`src/rtl/loader_pkg.sv`:
```
// Shared types and defaults for the instruction flash loader.
package loader_pkg;

   localparam int unsigned LOADER_ADDR_W    = 10;
   localparam int unsigned LOADER_MAX_WORDS = 1024;
   localparam int unsigned LOADER_LEN_W     = 16;
   localparam logic [7:0]  LOADER_MAGIC     = 8'hA5;

   typedef enum logic [2:0] {
      IDLE,
      LEN_HI,
      LEN_LO,
      DATA_HI,
      DATA_LO,
      CHECK,
      DONE,
      ERROR
   } loader_state_t;

endpackage

```
`src/rtl/instruction_flash_loader_if.sv`:
```
// Byte-stream input and flash write port of the instruction loader.
interface instruction_flash_loader_if
   import loader_pkg::*;
#(
   parameter int unsigned ADDR_W = LOADER_ADDR_W
);

   logic              ByteValid;
   logic [7:0]        ByteData;
   logic              ByteReady;
   logic              FlashEn;
   logic [ADDR_W-1:0] FlashAddr;
   logic [15:0]       FlashData;

   // Loader view: consumes bytes, produces flash writes.
   modport master (
      input  ByteValid, ByteData,
      output ByteReady, FlashEn, FlashAddr, FlashData
   );

   // Environment view: produces bytes, observes flash writes.
   modport slave (
      output ByteValid, ByteData,
      input  ByteReady, FlashEn, FlashAddr, FlashData
   );

endinterface

```
`src/rtl/flash_word_assembler.sv`:
```
// Pairs hi/lo data bytes into 16-bit words and keeps the running 8-bit data checksum.
module flash_word_assembler
   import loader_pkg::*;
(
   input  logic        clk,
   input  logic        sync_rst,
   input  logic        clk_en,
   input  logic [7:0]  byteIn,
   input  logic        accept,
   input  logic        phase,
   input  logic        sumClear,
   output logic [15:0] word_c,
   output logic [7:0]  sum,
   output logic        wordStrobe_c
);

   logic [7:0] hiByte;

   // phase=0 latches the hi byte; both phases fold the byte into the checksum.
   always_ff @(posedge clk) begin
      if (sync_rst) begin
         hiByte <= '0;
         sum    <= '0;
      end else if (clk_en) begin
         if (sumClear) begin
            sum <= '0;
         end else if (accept) begin
            sum <= sum + byteIn;
            if (!phase) begin
               hiByte <= byteIn;
            end
         end
      end
   end

   assign word_c       = {hiByte, byteIn};
   assign wordStrobe_c = accept && phase;

endmodule

```
`src/rtl/instruction_flash_loader.sv`:
```
// Framed byte-stream loader: MAGIC, LEN_HI, LEN_LO, LEN words (hi,lo), SUM -> instruction flash writes.
module instruction_flash_loader
   import loader_pkg::*;
#(
   parameter int unsigned ADDR_W    = LOADER_ADDR_W,
   parameter logic [7:0]  MAGIC     = LOADER_MAGIC,
   parameter int unsigned MAX_WORDS = LOADER_MAX_WORDS
)(
   input  logic                        clk,
   input  logic                        sync_rst,
   input  logic                        clk_en,
   instruction_flash_loader_if.master  bus,
   output logic                        LoadActive,
   output logic                        LoadDone,
   output logic                        LoadError,
   output logic                        CoreHold
);

   localparam int unsigned LEN_W = LOADER_LEN_W;

   loader_state_t      state, stateNxt;
   logic [LEN_W-1:0]   lenReg, lenNxt, lenFull_c;
   logic [ADDR_W-1:0]  addr, addrNxt;
   logic               flashEn, flashEnNxt;
   logic [ADDR_W-1:0]  flashAddr, flashAddrNxt;
   logic [15:0]        flashData, flashDataNxt;
   logic               activeNxt, doneNxt, errorNxt;
   logic               accept_c;
   logic               asmAccept_c, asmPhase_c, asmClear_c;
   logic [15:0]        asmWord_c;
   logic [7:0]         asmSum;
   logic               asmStrobe_c;

   // One-cycle bubble after every write keeps FlashAddr/FlashData stable for the strobe.
   assign bus.ByteReady = !flashEn;
   assign accept_c      = bus.ByteValid && !flashEn && clk_en;
   assign lenFull_c     = {lenReg[LEN_W-1:8], bus.ByteData};

   assign asmPhase_c  = (state == DATA_LO);
   assign asmAccept_c = accept_c && ((state == DATA_HI) || (state == DATA_LO));
   assign asmClear_c  = accept_c && (state == LEN_LO);

   flash_word_assembler u_asm (
      .clk          (clk),
      .sync_rst     (sync_rst),
      .clk_en       (clk_en),
      .byteIn       (bus.ByteData),
      .accept       (asmAccept_c),
      .phase        (asmPhase_c),
      .sumClear     (asmClear_c),
      .word_c       (asmWord_c),
      .sum          (asmSum),
      .wordStrobe_c (asmStrobe_c)
   );

   // State and output registers; frozen whenever clk_en is low.
   always_ff @(posedge clk) begin
      if (sync_rst) begin
         state      <= IDLE;
         lenReg     <= '0;
         addr       <= '0;
         flashEn    <= 1'b0;
         flashAddr  <= '0;
         flashData  <= '0;
         LoadActive <= 1'b0;
         LoadDone   <= 1'b0;
         LoadError  <= 1'b0;
      end else if (clk_en) begin
         state      <= stateNxt;
         lenReg     <= lenNxt;
         addr       <= addrNxt;
         flashEn    <= flashEnNxt;
         flashAddr  <= flashAddrNxt;
         flashData  <= flashDataNxt;
         LoadActive <= activeNxt;
         LoadDone   <= doneNxt;
         LoadError  <= errorNxt;
      end
   end

   // Next-state and next-output logic.
   always_comb begin
      stateNxt     = state;
      lenNxt       = lenReg;
      addrNxt      = addr;
      flashEnNxt   = 1'b0;
      flashAddrNxt = flashAddr;
      flashDataNxt = flashData;
      activeNxt    = LoadActive;
      doneNxt      = LoadDone;
      errorNxt     = LoadError;

      if (accept_c) begin
         case (state)
            IDLE, DONE, ERROR: begin
               if (bus.ByteData == MAGIC) begin
                  stateNxt  = LEN_HI;
                  activeNxt = 1'b1;
                  doneNxt   = 1'b0;
                  errorNxt  = 1'b0;
               end
            end
            LEN_HI: begin
               lenNxt   = {bus.ByteData, lenReg[7:0]};
               stateNxt = LEN_LO;
            end
            LEN_LO: begin
               lenNxt = lenFull_c;
               if ((lenFull_c == '0) || (32'(lenFull_c) > MAX_WORDS)) begin
                  stateNxt  = ERROR;
                  activeNxt = 1'b0;
                  errorNxt  = 1'b1;
               end else begin
                  stateNxt = DATA_HI;
                  addrNxt  = '0;
               end
            end
            DATA_HI: begin
               stateNxt = DATA_LO;
            end
            DATA_LO: begin
               flashEnNxt   = asmStrobe_c;
               flashAddrNxt = addr;
               flashDataNxt = asmWord_c;
               addrNxt      = addr + ADDR_W'(1);
               if (LEN_W'(addr) == (lenReg - LEN_W'(1))) begin
                  stateNxt = CHECK;
               end else begin
                  stateNxt = DATA_HI;
               end
            end
            CHECK: begin
               activeNxt = 1'b0;
               if (bus.ByteData == asmSum) begin
                  stateNxt = DONE;
                  doneNxt  = 1'b1;
               end else begin
                  stateNxt = ERROR;
                  errorNxt = 1'b1;
               end
            end
            default: begin
               stateNxt = IDLE;
            end
         endcase
      end
   end

   assign bus.FlashEn   = flashEn;
   assign bus.FlashAddr = flashAddr;
   assign bus.FlashData = flashData;
   assign CoreHold      = !LoadDone;

endmodule
```
`src/flat_wrapper.sv`:
```
// flat-port wrapper written by rule: the top's interface ports become plain ports
module instruction_flash_loader_flat import loader_pkg::*;
#(
   parameter int unsigned ADDR_W    = LOADER_ADDR_W,
   parameter logic [7:0]  MAGIC     = LOADER_MAGIC,
   parameter int unsigned MAX_WORDS = LOADER_MAX_WORDS
)
  (clk, sync_rst, clk_en, LoadActive, LoadDone, LoadError, CoreHold, bus_ByteValid, bus_ByteData, bus_ByteReady, bus_FlashEn, bus_FlashAddr, bus_FlashData);
  instruction_flash_loader_if #(.ADDR_W(ADDR_W)) bus_i ();
  input  logic clk;
  input  logic sync_rst;
  input  logic clk_en;
  output logic LoadActive;
  output logic LoadDone;
  output logic LoadError;
  output logic CoreHold;
  input wire logic [$bits(bus_i.ByteValid)-1:0] bus_ByteValid;
  input wire logic [$bits(bus_i.ByteData)-1:0] bus_ByteData;
  output wire logic [$bits(bus_i.ByteReady)-1:0] bus_ByteReady;
  output wire logic [$bits(bus_i.FlashEn)-1:0] bus_FlashEn;
  output wire logic [$bits(bus_i.FlashAddr)-1:0] bus_FlashAddr;
  output wire logic [$bits(bus_i.FlashData)-1:0] bus_FlashData;
  assign bus_i.ByteValid = bus_ByteValid;
  assign bus_i.ByteData = bus_ByteData;
  assign bus_ByteReady = bus_i.ByteReady;
  assign bus_FlashEn = bus_i.FlashEn;
  assign bus_FlashAddr = bus_i.FlashAddr;
  assign bus_FlashData = bus_i.FlashData;
  instruction_flash_loader #(.ADDR_W(ADDR_W), .MAGIC(MAGIC), .MAX_WORDS(MAX_WORDS)) u_core (.clk(clk), .sync_rst(sync_rst), .clk_en(clk_en), .bus(bus_i), .LoadActive(LoadActive), .LoadDone(LoadDone), .LoadError(LoadError), .CoreHold(CoreHold));
endmodule
```
`config.mk`:
```
export PLATFORM = sky130hd
export DESIGN_NAME = instruction_flash_loader_flat
export DESIGN_NICKNAME = d
export VERILOG_FILES = /design/src/rtl/loader_pkg.sv /design/src/rtl/instruction_flash_loader_if.sv /design/src/rtl/flash_word_assembler.sv /design/src/rtl/instruction_flash_loader.sv /design/src/flat_wrapper.sv
export SDC_FILE = /design/constraint.sdc
export NUM_CORES = 1
export LEC_CHECK = 0
export CAP_MARGIN = 20
export CORE_MARGIN = 2
export CORE_UTILIZATION = 40
export DETAILED_ROUTE_END_ITERATION = 10
export MAX_ROUTING_LAYER = met4
export PLACE_DENSITY_LB_ADDON = 0.3
export SLEW_MARGIN = 20
export SYNTH_ARGS = -nofsm -noshare
export SYNTH_HDL_FRONTEND = slang
export SYNTH_SLANG_ARGS = --single-unit
```
`constraint.sdc`:
```
create_clock -name clk -period 2.37 [get_ports clk]
set_clock_uncertainty 0.15 [all_clocks]
set_input_delay 0.3555 -clock clk [delete_from_list [all_inputs] [get_ports clk]]
set_output_delay 0.3555 -clock clk [all_outputs]
set_load 0.02 [all_outputs]
```
Word level (Yosys, flattened, before mapping) --
Cells that the tools add are included.
Cells by class: $add $sub $neg 3, order comparisons 1, eq/ne operators 15, multiplexer cells 21, bitwise operators 4, reduce and logical (&&, ||, !) cells 26
Operators by type and width (number):
- $pmux W16 S2 | 1
- $pmux W10 S2 | 1
- $pmux W3 S6 | 1
- $eq A10 B16 Y1 | 1
- $gt A16 B11 Y1 const B | 1
- $logic_not A16 Y1 | 1
- $mux W8 | 2
- $reduce_and A4 Y1 | 4
- $sub A16 B1 Y16 const B | 1
- $eq A3 B3 Y1 const B | 4
- $add A10 B1 Y10 const B | 1
- $mux W10 | 1
- $reduce_and A5 Y1 | 2
- $mux W1 | 9
- $mux W3 | 3
- $add A8 B8 Y8 | 1
- $eq A8 B8 Y1 | 1
- $eq A8 B8 Y1 const B | 1
- $eq A3 B2 Y1 const B | 2
- $ne A2 B2 Y1 const B | 3
- $pmux W1 S3 | 2
- $reduce_and A3 Y1 | 2
- $reduce_and A6 Y1 | 1
- $reduce_bool A2 Y1 | 3
- other kinds (11) | 21
Storage, ports and cells: register bits 75, bits of input ports 12, output and inout bits 32, word-level logic and storage cells 82

Logic depth before layout (Yosys ltp) --
Gate-level depths: netlist of the first run.
word-level depth 7, depth in mapped cells 9, depth with buffers taken out 9

By module --
From an unflattened synthesis of the first run, not the netlist that was laid out.
Second synthesis, totals: cell total of the unflattened synthesis 501, area, all modules 3950.0 µm²
Modules (own cells, without submodules):
- instruction_flash_loader | times used 1, cells each 401, area an instance 3037.9 µm², sequential area each 1181.1 µm²
- flash_word_assembler | times used 1, cells each 100, area an instance 912.1 µm², sequential area each 320.3 µm²

Least setup slack after synthesis of the first run --
OpenSTA, ideal clock, no wires.
path kind input to register, start point input bus_ByteData[7], end point register u_core.LoadError, library setup time 0.132 ns, data arrival time 1.986 ns, required time 2.088 ns, path slack 0.102 ns, stages 7, buffers on the path 1, path through buf_2 > or4_4 > o31a_1 > nor3_4 > a2111oi_2 > a311oi_1 > nor3_1
On the way: cells in the longest elaborated chain, start to end 4, elaborated cells between the ends (all ways) 9, classes of those cells order compare: 1; eq/ne: 5; reduce/logical: 3
Ends and longest elaborated chain:
- start: declaration | RTL line flat_wrapper.sv:18 | input wire logic [$bits(bus_i.ByteData)-1:0] bus_ByteData;
- $gt A16 B11 Y1 / $logic_not A16 Y1 (equally long branches) | RTL line instruction_flash_loader.sv:109 | if ((lenFull_c == '0) || (32'(lenFull_c) > MAX_WORDS)) begin
- $logic_or A1 B1 Y1 | RTL line instruction_flash_loader.sv:109
- $ne A2 B2 Y1 (no source line)
- $reduce_and A6 Y1 (no source line) (*)
- end signal: assignment | RTL line instruction_flash_loader.sv:77 | LoadError <= errorNxt;
- end: declaration | RTL line instruction_flash_loader.sv:15 | output logic LoadError,
Mark *: on every way between the ends. The rest lies on a longest branch, timed or not. A chain may end at the register's enable or synchronous reset.

Worst setup path after layout of the first run --
start point input bus_ByteData[3], end point register u_core.LoadError
Same word-level chain as after synthesis.

==> results of run 1 <==
[stage by stage]
stage                     power [mW]  setup TNS (ns)  util [%]  std cells  instance area (um^2)
after detailed placement        1.41           -9.14      50.8        664                  4670
after CTS                       2.43               0      53.3        682                  4900
after global routing            2.49         -0.0651      53.5        682                  4920
after global placement          1.41           -8.39      50.8        664                  4670
after floorplan                 1.33               0         -        481                  3780
final                           2.41               0      53.5        682                  4920
[layer usage]
layer,wire length [um],up-vias
met5,0,-
met4,145,0
met3,534,16
met2,4790,103
met1,4830,1772
li1,-,1861
[report_power, final]
group | leakage, nW | internal (mW) | total (mW) | switching (mW)
clock network | 0.0984 | 0.502 | 1.03 | 0.527
logic | 1.14 | 0.0512 | 0.117 | 0.0659
registers | 0.604 | 1.26 | 1.26 | 0.000207
total | 1.84 | 1.81 | 2.41 | 0.593
[sequential cells by signal, summed over array words and instances, names as in the netlist]
register,flops
u_core.bus.FlashData,16
u_core.lenReg,16
u_core.addr,10
u_core.bus.FlashAddr,10
u_core.u_asm.hiByte,8
u_core.u_asm.sum,8
u_core.state,3
u_core.LoadActive,1
u_core.LoadDone,1
u_core.LoadError,1
u_core.bus.FlashEn,1
[final cells by class]
type                    instances  area (um^2)
repair buffers                100          857
multi-input cells             366         2160
clock inverters                 7         82.6
well taps                     111          139
fillers                       871         4280
flip-flops and latches         75         1500
clock buffers                   9          124
inverters                      14         52.6
[logic make-up (layout without fill, tap and decap cells)]
group	count (synthesis)	after routing
xor gates and xnor gates	17	17
DFF	75	75
muxes	10	10
AOI/OAI and AO/OA	114	114
and+or+nand+nor	215	215
adders and majority gates	10	10
buffers and inverters	40	130
[timing repair]
action	in CTS	in global routing
gates resized for setup	9	5
pin swaps	2	1
setup endpoints to repair	16	6
hold buffers	0	0
setup buffers	2	0
[cell usage in the layout, fill, tap and decap left out, types with 7 or more instances in the layout]
| cell | synthesis | routed |
|---|---|---|
| nand2_1 | 93 | 92 |
| dfxtp_1 | 75 | 75 |
| a21oi_1 | 62 | 61 |
| buf_4 | 0 | 56 |
| nor2_1 | 45 | 45 |
| clkdlybuf4s50_1 | 0 | 35 |
| nand3_1 | 22 | 22 |
| inv_1 | 14 | 14 |
| xnor2_1 | 12 | 12 |
| nor3_1 | 9 | 9 |
| mux2i_1 | 9 | 9 |
| clkbuf_8 | 0 | 9 |
| ha_1 | 9 | 8 |
| and3_1 | 7 | 7 |
| nor2b_1 | 7 | 7 |
| o21ai_0 | 8 | 7 |
| dlygate4sd2_1 | 0 | 7 |
[path summary, 6_finish.rpt]
check,start,slack [ns],depth (start not counted),endpoint
max,bus_ByteData[3],0.05,8,u_core.LoadError
min,sync_rst,0.26,2,u_core.state[0]
max reg2reg,u_core.lenReg[0],0.18,8,u_core.state[1]
min reg2reg,u_core.u_asm.hiByte[4],0.31,2,u_core.bus.FlashData[12]
[worst max-delay path: stages]
cell and delay (ns):
clkdlybuf4s50_1 0.44, or4_4 0.56, o31a_1 0.35, nor3_4 0.14, buf_4 0.15, a2111oi_2 0.06
a311oi_1 0.27, nor3_1 0.07
==> impl_results.md, run 1 <==
* Status: finished clean
* # diodes at 0
* Vias per inst at 5.50
* M1 GR Usage at 29.0%
* Worst-path fanout max at 3
* CP Capture Type: flop
* Final Max Tran Viols at 0
* CTS root buffer: clkbuf_8
* Nets@finish at 588
* Vias in the first global route at 3550
* Max Cap Violations at 0
* Post-DRT Antenna Nets at 0
* Starting DRT DRC Count at 162
* Tcrit/Tclk final at 97.8%
* Synth warn at 0
* TritonCTS clock tree: done
* Dpl hpwl at roughly 7.5 mm
* Synth top cells by count: 93 x nand2_1, 75 x dfxtp_1, 62 x a21oi_1, 45 x nor2_1, 23 x clkbuf_1
* Predominant post-synthesis flop cell: dfxtp_1
* Leakage power at 1.84 nW
* First-pass GRT wire length at 17.1 mm
* Cell Rows at 35
* GR Overflow Total at 0
* CTS clk-pin slew, worst paths at 0.08 ns
* Post-route worst setup slack at between 0.05 and 0.06 ns
* # clock sinks at 75
* Detailed-route via count at 3752
* P per Cell Area at 489 nW/um^2
* H-tree Lvls at 3
* Synth Cell Area at 3780 um^2
* Die ar. at 10300 um^2
* DRT Wirelength at 10.3 mm
* Yosys top cell by area: dfxtp_1
* Layout cells sized above 1 at 15.8%
* RSZ-0062 raised after global routing: true
* Post-Synth XOR/XNOR Area at 3.93%
* GRT Resource Usage Total at 21.7%
* Most common cell in the netlist: nand2_1
* Min Hold Slack at 0.258 ns
* PortBufs at between 40 and 50
* Largest net degree at the start of global routing at 60
* Area delta synth->final at 29.9%
* Pre-CTS setup slack at -0.612 ns
* Worst-margin pin slew at 0.466 ns
* Initial antenna violation count at 0
* Clock Latency Late Sink at between 0.3 and 0.4 ns
* Largest family of logic cells by synthesized area: simple AND/OR/NAND/NOR gates
* Distinct cells, synth at 52
* CP required at approximately 2.5 ns
* Setup Crit Path Kind: in2reg
* Post-synth EDFFs at 0
* Slew margin rel. at ~69%
* Synth Area in Simple Gates at 27.4%
* Post-synthesis mux area share at 2.68%
* Area contributors post-synth: dfxtp_1 40%, nand2_1 9.2%, a21oi_1 8.2%
* Core region area at 9200 um^2
* Cells after Synth at 481
* Yosys reg bits at 75
* Hold Path Class: in2reg
* Die width at just over 100 um
* Final setup fails at 0
* Minimum clock period at 2.32 ns
* GR peak layer: met2
* Seq/Total Area, Yosys at 39.7%
* Initial Util at 41.2%
* Routability cong. at 0.889
* WP data arrival at 2.40 ns
* GR Util met3 at 3.52%
* Overall die height at between 100 and 150 um
* Area fraction in compound gates after synthesis at 18.8%
* Drt pass-1 iters at 5
* Post-synthesis adder-cell area fraction at 3.50%
* Share of the synthesized area in the top cell type at approximately 40%
* IR drop worst, VDD at 0.000401 V
* Cts bufs inserted at 9
* Wire length per cell at around 15 um
* Clk buf depth at 2
* Critical Path Source Type: input pin
* F_max at 0.432 GHz
* Asr flop ratio synth at 0%
* DRC Markers at 0
* Syn_area_per_cell at 7.87 um^2
* Syn Nets at approximately 500
* Met2 Track Usage GR at 33.8%
* Hold violation count in the final report at 0
* I/O Pins at 44
No activity file was read; power rests on OpenSTA's default activity.
==> inputs of run 2 (changes only) <==
--- a/config.mk
+++ b/config.mk
@@ -9,6 +9,7 @@
 export CORE_MARGIN = 2
 export CORE_UTILIZATION = 40
 export DETAILED_ROUTE_END_ITERATION = 10
+export GPL_ROUTABILITY_DRIVEN = 0
 export MAX_ROUTING_LAYER = met4
 export PLACE_DENSITY_LB_ADDON = 0.3
 export SLEW_MARGIN = 20
==> run 2 against run 1 <==
Net effect: cell count decreased by 0.73%; worst setup slack got worse by 0.010 ns; hold slack improved by 0.0036 ns; count of clock-buffer cells in the layout unchanged; power increased by 0.12%; via count increased by 0.27%; sequential cell count unchanged; largest cell class unchanged; non-clock buffer count decreased by 5; critical path depth increased by 1; design area decreased by 0.38%; routed wire length increased by 4.0%; sequential share of layout area increased by 0.12 points.
==> impl_results.md, run 2 (same netlist as run 1, synthesis figures left out) <==
* Status: finished clean
* Detailed-route via count at ~3800
* # diodes at 0
* Wire length per cell at 15.8 um
* Fillers at approximately 870
* Pre-CTS setup slack at -0.486 ns
* Commonest non-fill, non-tap cell in the layout: nand2_1
* Cell family with most CP delay: simple AND/OR/NAND/NOR gates
* Fin area at 4900 um^2
* I/O Pins at 44
* Minimum clock period at approximately 2.3 ns
* CTS clk-pin slew, worst paths at 0.09 ns
* Area after DPL at 4640 um^2
* Clock Latency Late Sink at 0.35 ns
* Register area at roughly 1500 um^2
* Vias in the first global route at 3669
* DRT Wirelength at approximately 11 mm
* Hold violation count in the final report at 0
* Final core utilization at 53.3%
* Setup Crit Path Kind: in2reg
* Min Hold Slack at 0.261 ns
* Post-DRT Antenna Nets at 0
* PortBufs at 43
* Crit-path most repeated cell: buf_4
* Slew margin rel. at between 60% and 70%
* TritonCTS clock tree: done
* P per Cell Area at 492 nW/um^2
* Layout cells sized above 1 at 15.4%
* RSZ-0062 raised after global routing: true
* Dpl hpwl at 7.66 mm
* WP data arrival at 2.48 ns
* Core region area at 9200 um^2
* Cts bufs inserted at 9
* Crit path cell chain: dlygate4sd2_1 -> or4_4 -> buf_4 -> nor4_4 -> nor3_4 -> buf_4 -> a2111o_1 -> o22ai_2 -> a21o_1
* Nets@finish at between 500 and 600
* F_max at roughly 0.43 GHz
* Worst-path fanout max at 5
* First-pass GRT wire length at 17.6 mm
* WP buf/inv at 3
* Post-route worst setup slack at 0.0427 ns
* Starting DRT DRC Count at 176
* Largest net degree at the start of global routing at 60
* Cell count of the worst reg-to-reg path at 7
* Vias per inst at about 5.6
* Leakage power at between 1.5 and 2 nW
* H-tree Lvls at 3
* Drt pass-1 iters at 7
* Area delta synth->final at 29.4%
* CTS root buffer: clkbuf_8
* Die width at 101 um
* R2R setup slack at 0.19 ns
* Most frequent cells in the layout: 93 x nand2_1, 75 x dfxtp_1, 61 x a21oi_1
* Final Max Tran Viols at 0
* Final setup fails at 0
* Critical Path Source Type: input pin
* Overall die height at 101 um
* RR Startpoint: u_core.lenReg[0]
* Hold Path Class: in2reg
* Initial antenna violation count at 0
* # clock sinks at 75
* CP Launch Point: bus_ByteData[7]
* Max Cap Violations at 0
* Clk buf depth at 2
* Peak per-stage delay on the critical path at 0.56 ns
* Worst-margin pin slew at around 0.5 ns
* IR drop worst, VDD at 0.000418 V
* Worst setup path end: u_core.state[2]
* GRT Resource Usage Total at 22.4%
* Tcrit/Tclk final at 98.2%
* Slowest CP cell: or4_4
* Die ar. at roughly 10000 um^2
* GR Overflow Total at 0
* Area of the multi-input gates at 2170 um^2
* R2R Path End: u_core.state[2]
* CP Capture Type: flop
* Cell Rows at 35
* Initial Util at just over 40%
* DRC Markers at 0
* CP required at approximately 2.5 ns
* Stages on the worst setup path at 9
* Pwr Total at ~2.4 mW
run 2: timing repair:
action,in CTS,in global routing
pin swaps,4,4
buffers inserted,0,1
gates resized for setup,10,6
endpoints found under the setup margin,10,4
hold buffers,0,0
run 2: layout make-up:
class,instances,share of cell area [%]
multi-input combinational,366,44.3
sequential,75,30.7
timing repair buffer,95,16.9
tap,111,2.84
clock buffer,9,2.53
clock inverter,7,1.69
inverter,14,1.07
run 2: worst min-delay path by stage:
stage                                 start                        to  slack [ns]  cells past startpoint
finish                             sync_rst           u_core.state[0]        0.26                      2
global route                       sync_rst           u_core.state[0]        0.27                      2
CTS                                sync_rst           u_core.state[0]        0.25                      2
detailed placement  u_core.bus.FlashData[4]   u_core.bus.FlashData[4]        0.30                      2
global placement          u_core.lenReg[15]         u_core.lenReg[15]        0.29                      2
floorplan            u_core.u_asm.hiByte[2]  u_core.bus.FlashData[10]        0.28                      2
run 2: metal layers:
layer  GRT usage [%]  routed length, um  vias to the layer above
li1                -                  -                     1850
met1            28.7               4820                     1777
met2            34.9               5160                      117
met3            3.17                492                       18
met4            10.7                237                        0
met5               -                  0                        -
run 2: through the flow:
stage          TNS (ns)  std cells
2_1_floorplan         0        481
3_3_place_gp      -6.60        660
3_5_place_dp      -7.08        660
4_1_cts               0        676
5_1_grt         -0.0160        677
6_report              0        677
run 2: power by group:
| part | switching (mW) | internal (mW) | leakage, nW |
|---|---|---|---|
| sequential | 0.000247 | 1.26 | 0.604 |
| combinational | 0.0674 | 0.0498 | 1.13 |
| clock | 0.529 | 0.503 | 0.0984 |
| total | 0.597 | 1.81 | 1.83 |
==> inputs of run 3 (changes only) <==
--- a/config.mk
+++ b/config.mk
@@ -12,6 +12,7 @@
 export GPL_ROUTABILITY_DRIVEN = 0
 export MAX_ROUTING_LAYER = met4
 export PLACE_DENSITY_LB_ADDON = 0.3
+export SETUP_SLACK_MARGIN = 0.4
 export SLEW_MARGIN = 20
 export SYNTH_ARGS = -nofsm -noshare
 export SYNTH_HDL_FRONTEND = slang
==> run 3 against run 2 <==
Net effect: combinational power grew 15%; via count is 2.5% higher; hold slack got worse by 0.047 ns; fmax is 11% higher; count of clock-buffer cells in the layout unchanged; die area stayed put; design area grew 9.0%; first-iteration DRC count is 30% higher; clock power rose by 12%; non-clock buffer count rose by 11; core utilization up 4.8 points; critical endpoint is now u_core.state[1].
==> impl_results.md, run 3 (same netlist as run 1, synthesis figures left out) <==
* PortBufs at 43
* Slowest CP cell: dfxtp_4
* DRT Wirelength at 11.3 mm
* Layout cells sized above 1 at 29.5%
* Hold violation count in the final report at 0
* I/O Pins at 44
* Worst-margin pin slew at 0.515 ns
* Area delta synth->final at 41.0%
* Vias in the first global route at 3862
* Crit path cell chain: nor4_4 -> nand2_1 -> o41ai_2 -> nand4_1 -> nor4_4 -> a311oi_2
* Min Hold Slack at 0.214 ns
* WP buf/inv at 0
* Die width at between 100 and 150 um
* GR Overflow Total at 0
* CP required at 2.44 ns
* IR drop worst, VDD at 0.000311 V
* Commonest non-fill, non-tap cell in the layout: nand2_1
* Clock Latency Late Sink at 0.36 ns
* Initial antenna violation count at 0
* Vias per inst at between 5 and 6
* Hold Path Class: in2reg
* Area after DPL at around 4700 um^2
* Slew margin rel. at 65.6%
* First-pass GRT wire length at 18.4 mm
* Detailed-route via count at 3855
* H-tree Lvls at 3
* Cell family with most CP delay: simple AND/OR/NAND/NOR gates
* Tcrit/Tclk final at 88.5%
* GR peak layer: met2
* Minimum clock period at 2.10 ns
* Cts bufs inserted at 9
* # diodes at 0
* Final Max Tran Viols at 0
* Overall die height at around 100 um
* Largest net degree at the start of global routing at 66
* Final core utilization at between 50% and 60%
* Worst-path fanout max at 5
* Cell Rows at 35
* Wire length per cell at 16.4 um
* GR Util met3 at 4.21%
* Critical Path Source Type: flop
* Status: finished clean
* Setup Crit Path Kind: reg2reg
* Pwr Total at 2.53 mW
* Starting DRT DRC Count at 229
* Nets@finish at 594
* DRC Markers at 0
* Drt pass-1 iters at 4
* RSZ-0062 raised after global routing: true
* Final setup fails at 0
* TritonCTS clock tree: done
* Max Cap Violations at 0
* GRT Resource Usage Total at 23.2%
* M1 GR Usage at around 28%
* Post-DRT Antenna Nets at 0
* CP Capture Type: flop
* WP data arrival at 2.17 ns
* Dpl hpwl at 7.70 mm
* CTS clk-pin slew, worst paths at 0.09 ns
* Die ar. at 10300 um^2
* Core region area at a little over 9000 um^2
* # clock sinks at 75
* P per Cell Area at around 470 nW/um^2
* Peak per-stage delay on the critical path at 0.38 ns
* Fin area at 5340 um^2
* Leakage power at 1.98 nW
* F_max at 0.477 GHz
* Initial Util at 41.2%
* Most frequent cells in the layout: 90 x nand2_1, 57 x a21oi_1, 57 x buf_4
* Met2 Track Usage GR at between 30% and 40%
* Clk buf depth at 2
* Crit-path most repeated cell: nor4_4
* CTS root buffer: clkbuf_8
[run 3: cell types whose count changed in the layout (fill, tap and decap cells not counted), moves of 5 or more]
cell,delta
buf_2,+5
buf_4,+7
buf_6,+6
dfxtp_1,-20
dfxtp_2,+15
dfxtp_4,+5
ha_1,-6
ha_4,+6
[run 3: per-layer routing]
layer  routed length [um]  vias to the layer above
met5                    0                        -
met4                  226                        0
met3                  445                       22
met2                 5590                       92
met1                 5040                     1871
li1                     -                     1870
[run 3: final timing paths]
kind                      startpoint                 endpoint  slack [ns]  depth (start not counted)
max                 u_core.lenReg[8]          u_core.state[1]        0.27                          6
min                         sync_rst      u_core.u_asm.sum[5]        0.21                          2
max reg2reg         u_core.lenReg[8]          u_core.state[1]        0.27                          6
min reg2reg  u_core.bus.FlashData[0]  u_core.bus.FlashData[0]        0.31                          2
[run 3: power breakdown]
part	internal, mW	total, mW	switching, mW
Sequential	1.25	1.25	0.000260
Combinational	0.0603	0.135	0.0750
Clock	0.610	1.15	0.535
Total	1.92	2.53	0.611
[run 3: layout make-up]
class,instances,area [um^2]
multi-input cells,366,2470
fillers,776,3860
clock inverters,7,104
repair buffers,106,910
inverters,14,55.1
clock buffers,9,124
well taps,111,139
flip-flops and latches,75,1540
[run 3: through the flow]
| stage | setup slack [ns] | setup TNS [ns] | std cells |
|---|---|---|---|
| 2_1_floorplan | 0.294 | 0 | 481 |
| 3_3_place_gp | -0.336 | -5.08 | 654 |
| 3_5_place_dp | -0.397 | -5.64 | 654 |
| 4_1_cts | 0.309 | 0 | 685 |
| 5_1_grt | 0.203 | 0 | 688 |
| 6_report | 0.272 | 0 | 688 |
[run 3: repair_timing]
| action | CTS | global route |
|---|---|---|
| hold buffers | 0 | 0 |
| endpoints found under the setup margin | 20 | 42 |
| setup buffers | 15 | 3 |
| gates resized for setup | 79 | 38 |
| pin swaps | 37 | 17 |
